<file path="src/rtl/mult_div.sv">
// Sequential signed multiply (radix-2 Booth) / divide (restoring) unit, 32 iterations.
// Results land in hi/lo with a single done pulse; a zero divisor completes at once with div_zero.
module mult_div (
  input  logic        clock,
  input  logic        reset,
  input  logic        start,
  input  logic        op,
  input  logic [31:0] a,
  input  logic [31:0] b,
  output logic [31:0] hi,
  output logic [31:0] lo,
  output logic        busy,
  output logic        done,
  output logic        div_zero
);

  typedef enum logic [1:0] {IDLE, MULT, DIV, DONE} state_t;

  state_t      state;
  logic [32:0] acc_hi;   // mult: P_hi with a guard bit; div: partial remainder in [31:0]
  logic [31:0] acc_lo;   // mult: P_lo; div: dividend shifting out / quotient shifting in
  logic        acc_q;    // Booth q-1 bit
  logic [31:0] opnd;     // multiplicand, or divisor magnitude
  logic        neg_q;
  logic        neg_r;
  logic [5:0]  cnt;

  logic [31:0] abs_a, abs_b;
  logic [32:0] m_ext, booth_sum, trial;
  logic [31:0] diff;
  logic        ge;

  always_comb begin
    abs_a = a[31] ? (32'd0 - a) : a;
    abs_b = b[31] ? (32'd0 - b) : b;
    // guard bit keeps the -(-2^31) Booth subtract from overflowing
    m_ext = {opnd[31], opnd};
    booth_sum = acc_hi;
    case ({acc_lo[0], acc_q})
      2'b01:   booth_sum = acc_hi + m_ext;
      2'b10:   booth_sum = acc_hi - m_ext;
      default: booth_sum = acc_hi;
    endcase
    trial = {acc_hi[31:0], acc_lo[31]};
    ge    = (trial >= {1'b0, opnd});
    diff  = trial[31:0] - opnd;
  end

  always_ff @(posedge clock or negedge reset) begin
    if (!reset) begin
      state    <= IDLE;
      acc_hi   <= '0;
      acc_lo   <= '0;
      acc_q    <= 1'b0;
      opnd     <= '0;
      neg_q    <= 1'b0;
      neg_r    <= 1'b0;
      cnt      <= '0;
      hi       <= '0;
      lo       <= '0;
      busy     <= 1'b0;
      done     <= 1'b0;
      div_zero <= 1'b0;
    end else begin
      done     <= 1'b0;
      div_zero <= 1'b0;
      case (state)
        IDLE, DONE: begin
          if (start) begin
            cnt    <= '0;
            acc_hi <= '0;
            acc_q  <= 1'b0;
            if (op && (b == 32'd0)) begin
              state    <= DONE;
              done     <= 1'b1;
              div_zero <= 1'b1;
            end else if (op) begin
              state  <= DIV;
              busy   <= 1'b1;
              opnd   <= abs_b;
              acc_lo <= abs_a;
              neg_q  <= a[31] ^ b[31];
              neg_r  <= a[31];
            end else begin
              state  <= MULT;
              busy   <= 1'b1;
              opnd   <= a;
              acc_lo <= b;
            end
          end else begin
            state <= IDLE;
          end
        end
        MULT: begin
          if (cnt == 6'd32) begin
            hi    <= acc_hi[31:0];
            lo    <= acc_lo;
            busy  <= 1'b0;
            done  <= 1'b1;
            state <= DONE;
          end else begin
            acc_hi <= {booth_sum[32], booth_sum[32:1]};
            acc_lo <= {booth_sum[0], acc_lo[31:1]};
            acc_q  <= acc_lo[0];
            cnt    <= cnt + 6'd1;
          end
        end
        DIV: begin
          if (cnt == 6'd32) begin
            hi    <= neg_r ? (32'd0 - acc_hi[31:0]) : acc_hi[31:0];
            lo    <= neg_q ? (32'd0 - acc_lo) : acc_lo;
            busy  <= 1'b0;
            done  <= 1'b1;
            state <= DONE;
          end else begin
            acc_hi <= {1'b0, (ge ? diff : trial[31:0])};
            acc_lo <= {acc_lo[30:0], ge};
            cnt    <= cnt + 6'd1;
          end
        end
        default: state <= IDLE;
      endcase
    end
  end

endmodule

</file>
<file path="config.mk">
export PLATFORM = sky130hd
export DESIGN_NAME = mult_div
export DESIGN_NICKNAME = d
export VERILOG_FILES = /design/src/rtl/mult_div.sv
export SDC_FILE = /design/constraint.sdc
export NUM_CORES = 1
export LEC_CHECK = 0
export CORE_MARGIN = 1
export CORE_UTILIZATION = 66
export DETAILED_ROUTE_END_ITERATION = 7
export DONT_BUFFER_PORTS = 1
export GPL_TIMING_DRIVEN = 0
export PLACE_DENSITY = 0.92
export RECOVER_POWER = 50
export SLEW_MARGIN = 15
export SYNTH_ARGS = -nofsm -noshare
export SYNTH_HDL_FRONTEND = slang
export SYNTH_SLANG_ARGS = --single-unit
</file>
<file path="constraint.sdc">
create_clock -name clock -period 5.39 [get_ports clock]
set_input_delay 0.2695 -clock clock [delete_from_list [all_inputs] [get_ports clock]]
set_output_delay 0.2695 -clock clock [all_outputs]
set_load 0.01 [all_outputs]
</file>
==> load_flow_metrics.sql <==
INSERT INTO impl_metrics (metric_group, metric, value, unit) VALUES
('global_route', 'grt_first_pass_wirelength', '78.4', 'mm'),
('placed_design', 'placement_setup_slack', '-0.465', 'ns'),
('global_route', 'grt_overflow', '0', ''),
('clocking', 'cts_buffers', '17', ''),
('sta', 'setup_repair_after_global_routing_missed_its_margin', 'false', ''),
('clocking', 'longest_clk_path_bufs', '2', ''),
('finish', 'antenna-diode-count', '0', ''),
('route', 'drt_iter0_markers', '2253', ''),
('synthesis', 'synth.lib_cells_used.distinct', '69', ''),
('finish', 'layout_commonest_cell', 'sky130_fd_sc_hd__nand2_1', ''),
('die', 'io-pin-count', '135', ''),
('synthesis', 'ys_warn_count', '0', ''),
('route', 'routedWlPerCell', '22.8', 'µm'),
('route', 'post_drt_via_cell_ratio', '7.01', ''),
('synthesis', 'synth-edff-count', '0', ''),
('die', 'floorplan.core_area', '22000', 'µm²'),
('outcome', 'failed_checks', 'DRC, capacitance limit, slew limit', ''),
('worst_setup_path', 'regToRegSetupSlack', '0.16', 'ns'),
('sta', 'timing.final.max_slew_violations', '176', ''),
('sta', 'number_of_hold_slack_violations_in_the_final_timing_report', '0', ''),
('die', 'dieHeight', '152', 'µm'),
('finish', 'postLayoutCellArea', '15800', 'µm²'),
('worst_setup_path', 'r2r.worst_path.cells', '16', ''),
('synthesis', 'postSynthRegisterBits', '175', ''),
('run', 'cap_viol_max_count', '1', ''),
('sta', 'finClkSkew', '0.0128', 'ns'),
('outcome', 'run_status', 'finished with violations', ''),
('synthesis', 'mapped_area', '14900', 'µm²'),
('placed_design', 'portBuffers', '0', ''),
('clocking', 'tritoncts_num_sinks', '175', ''),
('route', 'number_of_remaining_drc_errors', '12', ''),
('synthesis', 'synth.top_cells.by_area', 'sky130_fd_sc_hd__dfrtp_1 (29%), sky130_fd_sc_hd__o21ai_0 (7.7%), sky130_fd_sc_hd__xnor2_1 (7.0%)', ''),
('synthesis', 'async_reset_ff_share', '100', '%'),
('min_path', 'hold_path.class', 'in -> reg', ''),
('synthesis', 'synth-seq-area-share', '29.4', '%'),
('synthesis', 'average_size_of_a_mapped_cell', '7.89', 'µm²'),
('placed_design', 'post_dp_cell_area', '15200', 'µm²'),
('clocking', 'cts_root_buffer', 'sky130_fd_sc_hd__clkbuf_16', ''),
('placed_design', 'finalWeightedCongestion', '1.11', ''),
('synthesis', 'postSynthCellCount', '1886', ''),
('pwr', 'vdd_drop_max', '363', 'µV'),
('worst_setup_path', 'worstReg2RegStart', 'acc_lo[0]$_DFFE_PN0P_', ''),
('route', 'detailedRoute.firstPassIterationCount', '8', ''),
('clocking', 'htreeDepth', '4', ''),
('route', 'routed-via-count', '15415', ''),
('die', 'start_util', '67.8', '%'),
('worst_setup_path', 'critical_path.slowest_cell', 'sky130_fd_sc_hd__dfrtp_2', ''),
('finish', 'layout.cells.most_common_list', 'sky130_fd_sc_hd__nand2_1 (234), sky130_fd_sc_hd__o21ai_0 (230), sky130_fd_sc_hd__dfrtp_1 (174), sky130_fd_sc_hd__nor2_1 (147), sky130_fd_sc_hd__a21oi_1 (126)', ''),
('pwr', 'p_leak', '6.74', 'nW'),
('worst_setup_path', 'crit_fanout', '10', ''),
('sta', 'setup_ws', '0.160', 'ns'),
('synthesis', 'postSynthNetCount', '2030', ''),
('worst_setup_path', 'critical_path.cell_chain', 'ha_1, clkbuf_2, buf_2, nor2_1, xnor2_1, ha_1, nor2b_1, o211ai_1, a211oi_2, o41a_1, a311oi_1, o31a_1, nand2b_1, o311ai_0, xnor2_1, o21ai_0', ''),
('worst_setup_path', 'endpoint_kind', 'register', ''),
('sta', 'max_freq', '0.191', 'GHz'),
('worst_setup_path', 'cp.arrival', '5.53', 'ns'),
('route', 'antenna_left', '0', ''),
('sta', 'worstMarginPinSlew', '3.99', 'ns'),
('worst_setup_path', 'worst_setup_path_endpoint', 'acc_hi[32]$_DFFE_PN0P_', ''),
('global_route', 'antenna_found_initial', '0', ''),
('worst_setup_path', 'critical_path.max_stage_delay', '0.52', 'ns'),
('sta', 'layout_worst_path_cycle_share', '97.0', '%'),
('clocking', 'clk_pin_slew_worst_paths', '0.08', 'ns'),
('worst_setup_path', 'timing.critical_path.from', 'acc_lo[0]$_DFFE_PN0P_', ''),
('min_path', 'timing.hold.worst_path_depth', '2', ''),
('sta', 'slew-limit-headroom', '-166', '%'),
('pwr', 'power.density_cell_area', '695', 'nW/µm²'),
('synthesis', 'largest_area_contributor_in_the_synthesized_netlist', 'sky130_fd_sc_hd__dfrtp_1', ''),
('clocking', 'postCtsSetupRepairBufs', '0', ''),
('sta', 'setup_viol_count_final', '0', ''),
('clocking', 'cts_tree', 'built', '');
[cell type report]
| cell class | count | area, µm² | area share, % |
|---|---|---|---|
| sequential | 175 | 4380 | 27.7 |
| buffer | 126 | 533 | 3.37 |
| clock buffer | 17 | 425 | 2.69 |
| clock inverter | 14 | 145 | 0.916 |
| tap | 280 | 350 | 2.21 |
| timing repair buffer | 2 | 15.0 | 0.0948 |
| multi-input combinational | 1519 | 9740 | 61.5 |
| inverter | 66 | 248 | 1.56 |
[critical path: cells and delay by family, from the launching register on]
| kind | cells | cell delay, ns |
|---|---|---|
| compound gates | 7 | 2.24 |
| fa+ha+maj | 2 | 0.72 |
| buf+inv | 2 | 0.63 |
| simple gates | 3 | 0.58 |
| flops | 1 | 0.52 |
| xor+xnor | 2 | 0.40 |
[kinds of logic after synthesis]
logic type | Yosys count | synth area share [%]
AOI/OAI and AO/OA | 638 | 26.9
xor gates and xnor gates | 199 | 11.7
adders and majority gates | 76 | 6.49
buffers and inverters | 192 | 5.23
DFF | 175 | 29.4
muxes | 38 | 2.62
and+or+nand+nor | 568 | 17.6
[synth_stat cells (all sizes together) (18+ instances only)]
cell type  number
a211oi         19
a21o           48
a21oi         126
a221oi         20
a22oi          20
a31oi          25
buf            25
clkbuf        101
dfrtp         175
ha             74
inv            65
mux2i          30
nand2         234
nand2b         18
nor2          147
nor3           28
nor4           24
o21ai         242
o31ai          26
or3            27
xnor2         119
xor2           80
[repair_timing]
action | 4_1_cts | 5_1_grt
hold buffers | 2 | 0
endpoints found under the hold margin | 175 | 0
endpoints found under the setup margin | 6 | 4
resized for setup | 4 | 3
[per-stage QoR]
step	utilization [%]	hold slack, ns	instances	TNS [ns]
after floorplan	-	-0.0261	1886	0
after global placement	69.4	-0.0185	2166	-0.517
after detailed placement	69.4	-0.0202	2166	-1.09
after CTS	72.2	0.0105	2199	0
after global routing	72.1	0.0199	2199	0
final	72.1	0.0136	2199	0
[registers in the layout (all words and copies together) (netlist names), 2 cells and up]
signal / flops
lo: 32
state: 2
acc_hi: 33
opnd: 32
acc_lo: 32
hi: 32
cnt: 6
[power by group]
| part | internal (W) | total (W) | switching (W) | leakage [nW] |
|---|---|---|---|---|
| clock network | 0.000615 | 0.00123 | 0.000618 | 0.274 |
| registers | 0.00166 | 0.00219 | 0.000531 | 2.31 |
| logic | 0.00283 | 0.00758 | 0.00475 | 4.15 |
| total | 0.00511 | 0.0110 | 0.00590 | 6.74 |
[worst min path at each step]
| stage | startpoint | end |
|---|---|---|
| 3_3_place_gp | reset | hi[19]$_DFFE_PN0P_ |
| 6_report | a[3] | opnd[3]$_DFFE_PN0P_ |
| 4_1_cts | a[3] | opnd[3]$_DFFE_PN0P_ |
| 2_1_floorplan | reset | acc_hi[0]$_DFFE_PN0P_ |
| 3_5_place_dp | reset | hi[20]$_DFFE_PN0P_ |
| 5_1_grt | b[31] | div_zero$_DFF_PN0_ |
[routing by layer]
metal | routed length, µm | up-vias | track usage, %
li1 | - | 6851 | -
met1 | 19000 | 7200 | 55.3
met2 | 21600 | 1134 | 65.6
met3 | 6350 | 230 | 11.9
met4 | 3120 | 0 | 25.4
met5 | 0 | - | 0
Power figures use the tool's default switching activity.
